### src/rtl/pid_sched.sv
// ============================================================================
// pid_sched : frame scheduler sharing one incremental PID core across NCH loops
// Rev 1.0
// ============================================================================
`default_nettype none

module pid_sched #(
  parameter int NCH      = 4,
  parameter int EW       = 9,
  parameter int UW       = 17,
  parameter int TICK_DIV = 1000,
  parameter int TMO      = 64
) (
  input  logic                clk,
  input  logic                rst,
  input  logic [NCH*EW-1:0]   err_in,
  input  logic [NCH-1:0]      ch_en,
  input  logic                ovr_clr,
  output logic                core_start,
  output logic [EW-1:0]       core_ek,
  output logic [EW-1:0]       core_ek1,
  output logic [EW-1:0]       core_ek2,
  output logic [UW-1:0]       core_uk1,
  input  logic                core_done,
  input  logic [UW-1:0]       core_uk,
  output logic [NCH*UW-1:0]   uk_bus,
  output logic [NCH-1:0]      uk_valid,
  output logic                frame_done,
  output logic                busy,
  output logic                overrun,
  output logic                timeout
);

  localparam int c_chw = (NCH > 1) ? $clog2(NCH) : 1;
  localparam int c_tcw = $clog2(TICK_DIV);
  localparam int c_wcw = (TMO > 1) ? $clog2(TMO) : 1;

  typedef enum logic [2:0] {
    S_IDLE  = 3'd0,
    S_SEL   = 3'd1,
    S_START = 3'd2,
    S_WAIT  = 3'd3,
    S_STORE = 3'd4,
    S_DONE  = 3'd5
  } state_t;

  state_t             state_q;
  logic [c_chw-1:0]   ch_q;
  logic [c_tcw-1:0]   tcnt_q;
  logic [c_tcw-1:0]   tcnt_d;
  logic [c_wcw-1:0]   wcnt_q;
  logic               abort_q;
  logic [UW-1:0]      ukcap_q;

  logic [EW-1:0]      ek_q  [NCH];
  logic [EW-1:0]      ek1_q [NCH];
  logic [EW-1:0]      ek2_q [NCH];
  logic [UW-1:0]      uk1_q [NCH];
  logic [UW-1:0]      uk_q  [NCH];

  logic               core_start_q;
  logic               frame_done_q;
  logic [NCH-1:0]     uk_valid_q;
  logic               overrun_q;
  logic               timeout_q;

  logic               w_tick;
  logic               w_last_ch;
  logic               w_tmo_hit;

  assign w_tick    = (tcnt_q == c_tcw'(TICK_DIV - 1));
  assign w_last_ch = (ch_q == c_chw'(NCH - 1));
  assign w_tmo_hit = (state_q == S_WAIT) && !core_done && (wcnt_q == c_wcw'(TMO - 1));

  always_comb begin
    tcnt_d = w_tick ? '0 : tcnt_q + c_tcw'(1);
  end

  always_ff @(posedge clk) begin
    if (rst) begin
      tcnt_q <= '0;
    end else begin
      tcnt_q <= tcnt_d;
    end
  end

  always_ff @(posedge clk) begin
    if (rst) begin
      state_q      <= S_IDLE;
      ch_q         <= '0;
      wcnt_q       <= '0;
      abort_q      <= 1'b0;
      ukcap_q      <= '0;
      core_start_q <= 1'b0;
      frame_done_q <= 1'b0;
      uk_valid_q   <= '0;
      overrun_q    <= 1'b0;
      timeout_q    <= 1'b0;
      for (int i = 0; i < NCH; i++) begin
        ek_q[i]  <= '0;
        ek1_q[i] <= '0;
        ek2_q[i] <= '0;
        uk1_q[i] <= '0;
        uk_q[i]  <= '0;
      end
    end else begin
      core_start_q <= 1'b0;
      frame_done_q <= 1'b0;
      uk_valid_q   <= '0;

      // Sticky flags: a set event in the same cycle beats the clear.
      if (w_tick && (state_q != S_IDLE)) begin
        overrun_q <= 1'b1;
      end else if (ovr_clr) begin
        overrun_q <= 1'b0;
      end
      if (w_tmo_hit) begin
        timeout_q <= 1'b1;
      end else if (ovr_clr) begin
        timeout_q <= 1'b0;
      end

      case (state_q)
        S_IDLE: begin
          if (w_tick) begin
            for (int i = 0; i < NCH; i++) begin
              ek_q[i] <= err_in[i*EW +: EW];
            end
            ch_q    <= '0;
            state_q <= S_SEL;
          end
        end

        S_SEL: begin
          if (ch_en[ch_q]) begin
            core_start_q <= 1'b1;
            state_q      <= S_START;
          end else begin
            // A disabled loop restarts from a clean history when re-enabled.
            ek1_q[ch_q] <= '0;
            ek2_q[ch_q] <= '0;
            uk1_q[ch_q] <= '0;
            if (w_last_ch) begin
              frame_done_q <= 1'b1;
              state_q      <= S_DONE;
            end else begin
              ch_q <= ch_q + c_chw'(1);
            end
          end
        end

        S_START: begin
          wcnt_q  <= '0;
          state_q <= S_WAIT;
        end

        S_WAIT: begin
          if (core_done) begin
            ukcap_q <= core_uk;
            abort_q <= 1'b0;
            state_q <= S_STORE;
          end else if (w_tmo_hit) begin
            abort_q <= 1'b1;
            state_q <= S_STORE;
          end else begin
            wcnt_q <= wcnt_q + c_wcw'(1);
          end
        end

        S_STORE: begin
          if (!abort_q) begin
            uk_q[ch_q]       <= ukcap_q;
            uk1_q[ch_q]      <= ukcap_q;
            ek2_q[ch_q]      <= ek1_q[ch_q];
            ek1_q[ch_q]      <= ek_q[ch_q];
            uk_valid_q[ch_q] <= 1'b1;
          end
          if (w_last_ch) begin
            frame_done_q <= 1'b1;
            state_q      <= S_DONE;
          end else begin
            ch_q    <= ch_q + c_chw'(1);
            state_q <= S_SEL;
          end
        end

        S_DONE: begin
          state_q <= S_IDLE;
        end

        default: begin
          state_q <= S_IDLE;
        end
      endcase
    end
  end

  assign core_start = core_start_q;
  assign core_ek    = ek_q[ch_q];
  assign core_ek1   = ek1_q[ch_q];
  assign core_ek2   = ek2_q[ch_q];
  assign core_uk1   = uk1_q[ch_q];
  assign uk_valid   = uk_valid_q;
  assign frame_done = frame_done_q;
  assign busy       = (state_q != S_IDLE);
  assign overrun    = overrun_q;
  assign timeout    = timeout_q;

  genvar gi;
  for (gi = 0; gi < NCH; gi++) begin : g_bus
    assign uk_bus[gi*UW +: UW] = uk_q[gi];
  end

endmodule

`default_nettype wire

### config.mk
export PLATFORM = sky130hd
export DESIGN_NAME = pid_sched
export DESIGN_NICKNAME = d
export VERILOG_FILES = /design/src/rtl/pid_sched.sv
export SDC_FILE = /design/constraint.sdc
export NUM_CORES = 1
export LEC_CHECK = 0
export CORE_MARGIN = 4
export CORE_UTILIZATION = 50
export DETAILED_ROUTE_END_ITERATION = 7
export HOLD_SLACK_MARGIN = 0.1
export PLACE_DENSITY = 0.75
export SLEW_MARGIN = 20
export SYNTH_ARGS = -nofsm -noshare
export SYNTH_HDL_FRONTEND = slang
export SYNTH_SLANG_ARGS = --single-unit
export TNS_END_PERCENT = 50
### constraint.sdc
create_clock -name clk -period 5.2 [get_ports clk]
set_input_delay 0.78 -clock clk [delete_from_list [all_inputs] [get_ports clk]]
set_output_delay 0.78 -clock clk [all_outputs]
set_load 0.05 [all_outputs]
==> summary.md, run 1 <==
| Metric | Value |
|---|---|
| Root buffer cell | clkbuf_16 |
| FFs w/ async S/R, synth | 0% |
| Vias | 7082 |
| Min-delay src | tcnt_q[0] |
| Hold Path Sink | tcnt_q[0] |
| Mapped cell area | roughly 12000 sq um |
| Met1 Use GR | 27.5% |
| Ports | 182 |
| Grt ovf | 0 |
| R2R Setup Slk | between 1500 and 2000 ps |
| Least-Margin Pin Slew | 1080 ps |
| EDFF count, synth | between 200 and 250 |
| Die area | 26600 sq um |
| Critical path, cell by cell | buf_4 -> mux4_2 -> clkdlybuf4s50_1 |
| Commonest cells after routing, fill and taps aside | edfxtp_1, clkdlybuf4s50_1, and2_1, and3_1 |
| Syn Inst Count | 806 |
| CTS Hold Bufs | 0 |
| H-Tree Depth | 1 |
| Tot GR Track Use | between 10% and 20% |
| Non-filler cells, final | 1311 |
| Worst EP arrival | 2970 ps |
| CTS tree | done |
| Max-slew headroom | 27.7% |
| Clock Skews | 13.8 ps |
| CP peak stage delay | between 800 and 900 ps |
| Via/cell ratio | 5.40 |
| Drt pass-1 iters | 4 |
| Post-synth cell types | 56 |
| Initial Util | a little over 50% |
| Largest fanout on the critical path | 29 |
| Vias in the first global route | between 7000 and 8000 |
| PortBufs | 181 |
| RSZ-0062 raised after global routing | no |
| Maxcap violations | 0 |
| Nets | 1033 |
| Post-Place Cells | between 1000 and 1500 |
| Pre-CTS setup slack | 1500 ps |
| Final WL | ~26 mm |
| CTS Sinks | 293 |
| Chip width | 163 um |
| Critical path launch point type | register |
| VDD IR max | 194 uV |
| WHS | 446 ps |
| Max Fclk | 267 MHz |
| CTS buffer count | 29 |
| Final min period | 3750 ps |
| Max Slew Vio Count | 0 |
| Syn_area_per_cell | approximately 15 sq um |
| Final hold vios | 0 |
| Delay-heaviest family, CP | buffers and inverters |
| Kind of critical path | reg -> out |
| Yosys warning count | 0 |
| CTS Buffer Depth | 3 |
| Core ar. | 23500 sq um |
| Ratio of final minimum period to clock period | slightly above 70% |
| Final setup fails | 0 |
| Clock transition at path regs | 60 ps |
| Gpl congestion | 0.776 |
| Yosys reg bits | a little under 300 |
| ANT cells | 0 |
| Worst path slowest cell | dfxtp_2 |
| Endpoint type of the worst setup path | output pin |
| Die height | between 150 and 200 um |
| Setup TNS | 0 ps |
| Met2 usage | roughly 32% |
| Worst Path Buf+Inv | 2 |
| Worst Hold Path Cells | 1 |
| Sequential-to-total area share from yosys stat | 69.1% |
| PnR worst setup slack | 1450 ps |
| Ys flop type | edfxtp_1 |
| Post-route cell area | 14900 sq um |
| Worst reg2reg path startpoint | ch_q[0] |
| Synth-to-layout area growth | 24.0% |
| Clk_lat worst skew | 540 ps |
| Power Density | 324 nW/um^2 |
| Worst r2r dst | ek1_q[1][8] |
| Layout cells sized above 1 | 11.6% |
| First-pass GRT wire length | about 41 mm |
| Most common cell after layout, fill and taps aside | edfxtp_1 |
| Required time worst endpoint | around 4400 ps |
| DP Area | between 10000 and 15000 sq um |
| Syn nets | around 870 |
| Path depth of the worst reg2reg path | 5 |
| Worst min-delay path class | reg -> reg |
| GRT met3 Usage | under 10% |
| Routed WL per cell | 20.0 um |
| Remaining DRCs | 0 |
| Gr busiest metal | met2 |
| Post-CTS Setup Bufs | 0 |
| Post-cts sizing count | 0 |
| P_leak | 5.44 nW |
| Initial drt markers | 453 |
| Cell Rows | 56 |
| Outcome | completed |
| Pin count of the biggest net entering global routing | 49 |
| Final ANT Viol Nets | 0 |
| Initial antenna violation count | 0 |
| HPWL after DPL | 16.5 mm |
-- per-layer routing --
metal | up-vias | routed length, um
li1 | 3304 | -
met5 | - | 0
met1 | 3501 | 11200
met2 | 234 | 12700
met3 | 43 | 1540
met4 | 0 | 720
-- metrics by stage --
stage	power, mW	util [%]
floorplan	2.84	-
global placement	2.99	59.7
detailed placement	2.99	59.7
CTS	4.87	63.4
global route	5.00	63.4
finish	4.84	63.4
-- synthesized netlist by cell type, drive strengths merged, types with 6 or more instances --
library cell / count / area [sq um]
nand2: 48 / 183
and2: 127 / 795
edfxtp: 244 / 7330
o21ai: 9 / 45.0
nor2: 33 / 131
xnor2: 6 / 52.6
and3: 81 / 508
mux4: 45 / 1010
nand3: 7 / 35.0
inv: 11 / 41.3
clkbuf: 25 / 101
a21oi: 26 / 130
dfxtp: 49 / 981
buf: 31 / 201
nor3: 17 / 90.1
-- kinds of logic after synthesis --
kind of cell / synth area share, %
AOI/OAI and AO/OA: 2.67
xor gates and xnor gates: 0.582
adders and majority gates: 0.208
buffers and inverters: 2.86
DFF: 69.1
muxes: 8.51
and+or+nand+nor: 16.1
-- power breakdown --
group / leakage (nW) / switching, mW / internal [mW]
clock: 0.419 / 0.843 / 1.06
combinational: 2.15 / 0.202 / 0.115
sequential: 2.87 / 0.0193 / 2.60
total: 5.44 / 1.06 / 3.78
-- how the worst max path moves through the flow --
stage                     startpoint           to  slack [ps]  cells after the start
after CTS                   register   core_ek[1]        1370                      2
after global routing        register   core_ek[1]        1260                      2
after global placement           rst  ek2_q[3][5]        1510                      6
final                       register  core_ek1[3]        1450                      3
after floorplan             ch_en[3]  ek1_q[1][0]        1420                      4
after detailed placement         rst  ek2_q[3][5]        1500                      6
-- registers in the layout, summed over array words and instances, names as in the netlist, 6 cells and up, named ones only --
| name | flops |
|---|---|
| tcnt_q | 10 |
| ek2_q | 36 |
| wcnt_q | 6 |
| uk_q | 68 |
| ek1_q | 36 |
| ukcap_q | 17 |
| ek_q | 36 |
| uk1_q | 68 |
-- layout make-up --
class	count	area, sq um
Fill cell	1788	8620
Sequential cell	293	8310
Inverter	11	41.3
Tap cell	319	399
Multi-Input combinational cell	446	3430
Clock inverter	13	78.8
Timing Repair Buffer	189	1870
Clock buffer	40	787
(Power assumes the default switching activity.)
==> run 2: changes to the inputs <==
==> constraint.sdc (replaced) <==
create_clock -name clk -period 3.9 [get_ports clk]
set_input_delay 0.585 -clock clk [delete_from_list [all_inputs] [get_ports clk]]
set_output_delay 0.585 -clock clk [all_outputs]
set_load 0.05 [all_outputs]
==> run 2 against run 1 <==
- clock skew down 6.2 ps
- register-to-register slack worse by 410 ps
- critical path depth unchanged
- non-clock buffer count up 12
- cell area up 1.4%
- hold slack better by 7.8 ps
- sequential share of layout area down 0.78 points
- critical endpoint is now core_uk1[10]
==> summary.md, run 2 (same netlist as run 1, synthesis figures left out) <==
| Metric | Value |
|---|---|
| Outcome | completed (unchanged) |
| Pre-CTS setup slack | 906 ps (was 1500 ps) |
| HPWL after DPL | 17.7 mm (was 16.5 mm) |
| Die height | 163 um (unchanged) |
| Final ANT Viol Nets | 0 (unchanged) |
| Kind of critical path | reg -> out (unchanged) |
| VDD IR max | 244 uV (was 194 uV) |
| Gpl congestion | 0.814 (was 0.776) |
| Via/cell ratio | 5.46 (was 5.40) |
| Grt ovf | 0 (unchanged) |
| Clock transition at path regs | 60 ps (about the same) |
| Max Slew Vio Count | 0 (unchanged) |
| First-pass GRT wire length | 42.3 mm (was 40.7 mm) |
| CTS tree | done (unchanged) |
| Post-Place Cells | 1270 (was 1258) |
| CTS buffer count | 29 (unchanged) |
| RSZ-0062 raised after global routing | no (unchanged) |
| Drt pass-1 iters | 4 (unchanged) |
| Cell Rows | 56 (unchanged) |
| Layout cells sized above 1 | 12.6% (was 11.6%) |
| Fill count | 1785 (was 1788) |
| Worst min-delay path class | reg -> reg (unchanged) |
| Clock Skews | 7.59 ps (was 13.8 ps) |
| CTS Hold Bufs | 0 (unchanged) |
| Final min period | 3390 ps |
| Final setup fails | 0 (unchanged) |
| Vias in the first global route | 7353 (was 7291) |
| Most common cell after layout, fill and taps aside | edfxtp_1 (unchanged) |
| Critical path launch point type | register (unchanged) |
| Post-CTS Setup Bufs | 0 (unchanged) |
| Post-route cell area | 15100 sq um (was 14900 sq um) |
| Critical path, cell by cell | buf_12 -> mux4_2 -> clkdlybuf4s50_1 (was buf_4 -> mux4_2 -> clkdlybuf4s50_1) |
| Max Fclk | around 290 MHz |
| Worst Path Buf+Inv | 2 (unchanged) |
| Tot GR Track Use | 20.4% (was 19.7%) |
| Worst path slowest cell | clkdlybuf4s50_1 (was dfxtp_2) |
| Remaining DRCs | 0 (unchanged) |
| WHS | 454 ps (was 446 ps) |
| Delay-heaviest family, CP | buffers and inverters (unchanged) |
| Final hold vios | 0 (unchanged) |
| Ratio of final minimum period to clock period | 87.0% |
| CP peak stage delay | 760 ps (was 880 ps) |
| P_leak | 5.56 nW (was 5.44 nW) |
| Root buffer cell | clkbuf_16 (unchanged) |
| Vias | 7221 (was 7082) |
| Largest fanout on the critical path | 28 (was 29) |
| Initial antenna violation count | 0 (unchanged) |
| Worst EP arrival | 2810 ps (was 2970 ps) |
| Required time worst endpoint | 3310 ps (was 4420 ps) |
| Post-cts sizing count | 0 (unchanged) |
| Endpoint type of the worst setup path | output pin (unchanged) |
| Chip width | 163 um (unchanged) |
| Maxcap violations | 0 (unchanged) |
| Sequential cell area | 8310 sq um (unchanged) |
| Clk_lat worst skew | 530 ps (was 540 ps) |
| DP Area | 14200 sq um (was 14100 sq um) |
| PortBufs | 181 (unchanged) |
| Initial drt markers | 591 (was 453) |
| Ports | 182 (unchanged) |
| Synth-to-layout area growth | 25.7% (was 24.0%) |
| Routed WL per cell | 20.3 um (was 20.0 um) |
| CTS Sinks | 293 (unchanged) |
| Core ar. | 23500 sq um (unchanged) |
| Multi-input logic area | 3430 sq um (unchanged) |
| ANT cells | 0 (unchanged) |
| H-Tree Depth | 1 (unchanged) |
| Max-slew headroom | 40.7% (was 27.7%) |
| Power Density | 437 nW/um^2 (was 324 nW/um^2) |
| Final WL | 26.9 mm (was 26.2 mm) |
| PnR worst setup slack | 506 ps (was 1450 ps) |
| Initial Util | 51.1% (unchanged) |
| Setup TNS | 0 ps (unchanged) |
| Least-Margin Pin Slew | 890 ps (was 1080 ps) |
| Pin count of the biggest net entering global routing | 45 (was 49) |
| Die area | 26600 sq um (unchanged) |
| Nets | 1045 (was 1033) |
| Fin util | 64.3% (was 63.4%) |
| Largest regs | uk1_q x68, uk_q x68 (unchanged) |
| Total power | 6.61 mW (was 4.84 mW) |
| Non-filler cells, final | 1323 (was 1311) |
| CTS Buffer Depth | 3 (unchanged) |
| Commonest cells after routing, fill and taps aside | edfxtp_1, clkdlybuf4s50_1, and2_1, and3_1 (unchanged) |
run 2: worst paths after layout:
path | cells after the start | slack, ps | from | end
worst min-delay path | 1 | 450 | tcnt_q[0] | tcnt_q[0]
worst min register to register | 1 | 450 | tcnt_q[0] | tcnt_q[0]
worst max-delay path | 3 | 510 | register | core_uk1[10]
worst max register to register | 6 | 1390 | state_q[2] | ek2_q[3][6]
run 2: final cells by class:
class	instances	share of cell area, %
clock buffer	47	5.72
clock inverter	6	0.389
inverter	11	0.273
multi-input combinational	446	22.7
sequential	293	54.9
tap	319	2.64
timing repair buffer	201	13.4
run 2: per-layer routing:
layer  vias to the layer above  GRT usage (%)  part of all wire (%)
met5                         -              0                     0
met4                         0           5.26                   2.5
met3                        42           3.05                   6.2
met2                       254           33.7                    50
met1                      3591           28.9                    42
li1                       3334              -                     -
run 2: power by group:
part,internal (mW),switching (mW),leakage (nW),total [mW]
Clock,1.58,1.11,0.453,2.69
Combinational,0.161,0.270,2.23,0.431
Sequential,3.47,0.0282,2.87,3.49
run 2: worst reg2reg max path, cell delays in order (launching register included):
cell	delay, ps
dfxtp_1	580
nor4b_4	340
buf_4	330
nand3_1	110
nand2_1	90
a31o_2	510
buf_12	260
==> run 3: changes to the inputs <==
--- a/config.mk
+++ b/config.mk
@@ -7,9 +7,10 @@
 export LEC_CHECK = 0
 export CORE_MARGIN = 4
 export CORE_UTILIZATION = 50
+export CTS_CLUSTER_SIZE = 10
 export DETAILED_ROUTE_END_ITERATION = 7
 export HOLD_SLACK_MARGIN = 0.1
-export PLACE_DENSITY = 0.75
+export PLACE_DENSITY = 0.72
 export SLEW_MARGIN = 20
 export SYNTH_ARGS = -nofsm -noshare
 export SYNTH_HDL_FRONTEND = slang
==> run 3 against run 2 <==
- global-route usage barely moved
- count of clock-buffer cells in the layout rose by 7
- fmax rose by 0.98%
- largest power group unchanged
- setup slack improved by 33 ps
- non-clock buffer count fell by 2
- critical path type unchanged
==> summary.md, run 3 (same netlist as run 1, synthesis figures left out) <==
| Metric | Value |
|---|---|
| Commonest cells after routing, fill and taps aside | edfxtp_1, clkdlybuf4s50_1, and2_1, and3_1 (unchanged) |
| DP Area | 14200 sq um (about the same) |
| Required time worst endpoint | 3310 ps (about the same) |
| Max Slew Vio Count | 0 (unchanged) |
| Post-route cell area | 15200 sq um (was 15100 sq um) |
| Die height | 163 um (unchanged) |
| Setup TNS | 0 ps (unchanged) |
| CTS Hold Bufs | 0 (unchanged) |
| Die area | 26600 sq um (unchanged) |
| ANT cells | 0 (unchanged) |
| CTS tree | done (unchanged) |
| Most common cell after layout, fill and taps aside | edfxtp_1 (unchanged) |
| Least-Margin Pin Slew | 1050 ps (was 890 ps) |
| Max Fclk | 298 MHz (was 295 MHz) |
| Grt ovf | 0 (unchanged) |
| Cell Rows | 56 (unchanged) |
| Routed WL per cell | 20.4 um (was 20.3 um) |
| Tot GR Track Use | 20.4% (about the same) |
| Largest fanout on the critical path | 26 (was 28) |
| Total power | 6.79 mW (was 6.61 mW) |
| Clock transition at path regs | 50 ps (was 60 ps) |
| RSZ-0062 raised after global routing | no (unchanged) |
| R2R Setup Slk | 880 ps (was 1390 ps) |
| Synth-to-layout area growth | 25.9% (was 25.7%) |
| Logic pwr share | 6.4% (was 6.5%) |
| Initial Util | 51.1% (unchanged) |
| Root buffer cell | clkbuf_16 (unchanged) |
| Path depth of the worst reg2reg path | 5 (was 6) |
| Initial antenna violation count | 0 (unchanged) |
| Kind of critical path | reg -> out (unchanged) |
| Remaining DRCs | 0 (unchanged) |
| Worst r2r dst | ek1_q[0][4] (was ek2_q[3][6]) |
| Sw Ratio | 21.2% (was 21.3%) |
| HPWL after DPL | 17.5 mm (was 17.7 mm) |
| Outcome | completed (unchanged) |
| Initial drt markers | 484 (was 591) |
| Worst EP arrival | 2780 ps (was 2810 ps) |
| Maxcap violations | 0 (unchanged) |
| Worst reg2reg path startpoint | ch_q[0] (was state_q[2]) |
| Clk pwr share | 42.1% (was 40.7%) |
| Max-slew headroom | 29.8% (was 40.7%) |
| Critical path, cell by cell | buf_12 -> mux4_2 -> clkdlybuf4s50_1 (unchanged) |
| CTS Buffer Depth | 3 (unchanged) |
| Psw | 1.44 mW (was 1.41 mW) |
| Layout cells sized above 1 | 12.1% (was 12.6%) |
| Worst min-delay path class | reg -> reg (unchanged) |
| First-pass GRT wire length | 41.9 mm (was 42.3 mm) |
| VDD IR max | 263 uV (was 244 uV) |
| Clk_lat worst skew | 500 ps (was 530 ps) |
| Vias in the first global route | 7310 (was 7353) |
| Largest regs | uk1_q x68, uk_q x68 (unchanged) |
| Endpoint type of the worst setup path | output pin (unchanged) |
| Worst path slowest cell | clkdlybuf4s50_1 (unchanged) |
| Worst Hold Path Cells | 2 (was 1) |
| Pin count of the biggest net entering global routing | 48 (was 45) |
| Ratio of final minimum period to clock period | 86.2% (was 87.0%) |
| Core ar. | 23500 sq um (unchanged) |
| WHS | 458 ps (was 454 ps) |
| H-Tree Depth | 2 (was 1) |
| Chip width | 163 um (unchanged) |
| CTS buffer count | 35 (was 29) |
| Vias | 7212 (was 7221) |
| Gpl congestion | 0.818 (was 0.814) |
| Via/cell ratio | 5.45 (was 5.46) |
| Ports | 182 (unchanged) |
| CTS Sinks | 293 (unchanged) |
| Final setup fails | 0 (unchanged) |
| Final WL | 27.0 mm (was 26.9 mm) |
| CP peak stage delay | 770 ps (was 760 ps) |
| PortBufs | 181 (unchanged) |
| Power Density | 448 nW/um^2 (was 437 nW/um^2) |
| Drt pass-1 iters | 5 (was 4) |
| Clock Skews | 25.4 ps (was 7.59 ps) |
| Reg power frac | 51.5% (was 52.8%) |
| Internal power | 5.35 mW (was 5.21 mW) |
| Critical path launch point type | register (unchanged) |
| Nets | 1049 (was 1045) |
| Final ANT Viol Nets | 0 (unchanged) |
| Min-delay src | ukcap_q[8] (was tcnt_q[0]) |
| Final hold vios | 0 (unchanged) |
| Hold Path Sink | ukcap_q[8] (was tcnt_q[0]) |
| Fin util | 64.4% (was 64.3%) |
| Post-cts sizing count | 0 (unchanged) |
| Post-CTS Setup Bufs | 0 (unchanged) |
| Final min period | 3360 ps (was 3390 ps) |
| P_leak | 5.56 nW (about the same) |
-- run 3: cell types whose count changed in the layout (fill, tap and decap cells not counted), sizes merged --
cell	delta
buf	-2
clkbuf	+7
clkinv	-4
-- run 3: layout make-up --
cell class | count | area [sq um]
clock inverter | 2 | 38.8
fill | 1739 | 8390
clock buffer | 54 | 947
sequential | 293 | 8310
multi-input combinational | 446 | 3430
inverter | 11 | 41.3
tap | 319 | 399
timing repair buffer | 199 | 1980
-- run 3: how the worst max path moves through the flow --
stage,start,end,slack [ps],cells after the start
after floorplan,ch_en[3],ek1_q[1][0],320,4
after global placement,ch_en[3],ek2_q[0][4],810,6
after detailed placement,ch_en[3],ek2_q[0][4],790,6
after CTS,register,core_uk1[14],450,3
after global routing,register,core_uk1[14],350,3
final,register,core_uk1[14],540,3
-- run 3: routing by layer --
| metal | share of wire (%) | GRT usage [%] | routed length [um] |
|---|---|---|---|
| met1 | 42 | 28.3 | 11300 |
| met2 | 50 | 33.6 | 13400 |
| met3 | 6.2 | 3.76 | 1690 |
| met4 | 2.2 | 5.57 | 600 |
| met5 | 0 | 0 | 0 |
-- run 3: through the flow --
stage	instances	worst slack, ps
after global routing	1324	349
after detailed placement	1268	791
final	1324	539
after global placement	1268	810
after floorplan	806	316
after CTS	1324	452
-- run 3: critical path: cells and delay by family (launching register included) --
kind                   cells  cell delay (ps)
flip-flops                 1              720
multiplexers               1              520
buffers and inverters      2             1050
-- run 3: power groups by stage --
stage	combinational (mW)	sequential [mW]	clock, mW
2_1_floorplan	0.147	3.65	0
3_3_place_gp	0.434	3.56	0
3_5_place_dp	0.437	3.56	0
4_1_cts	0.438	3.50	2.91
5_1_grt	0.452	3.50	3.05
6_report	0.433	3.50	2.86
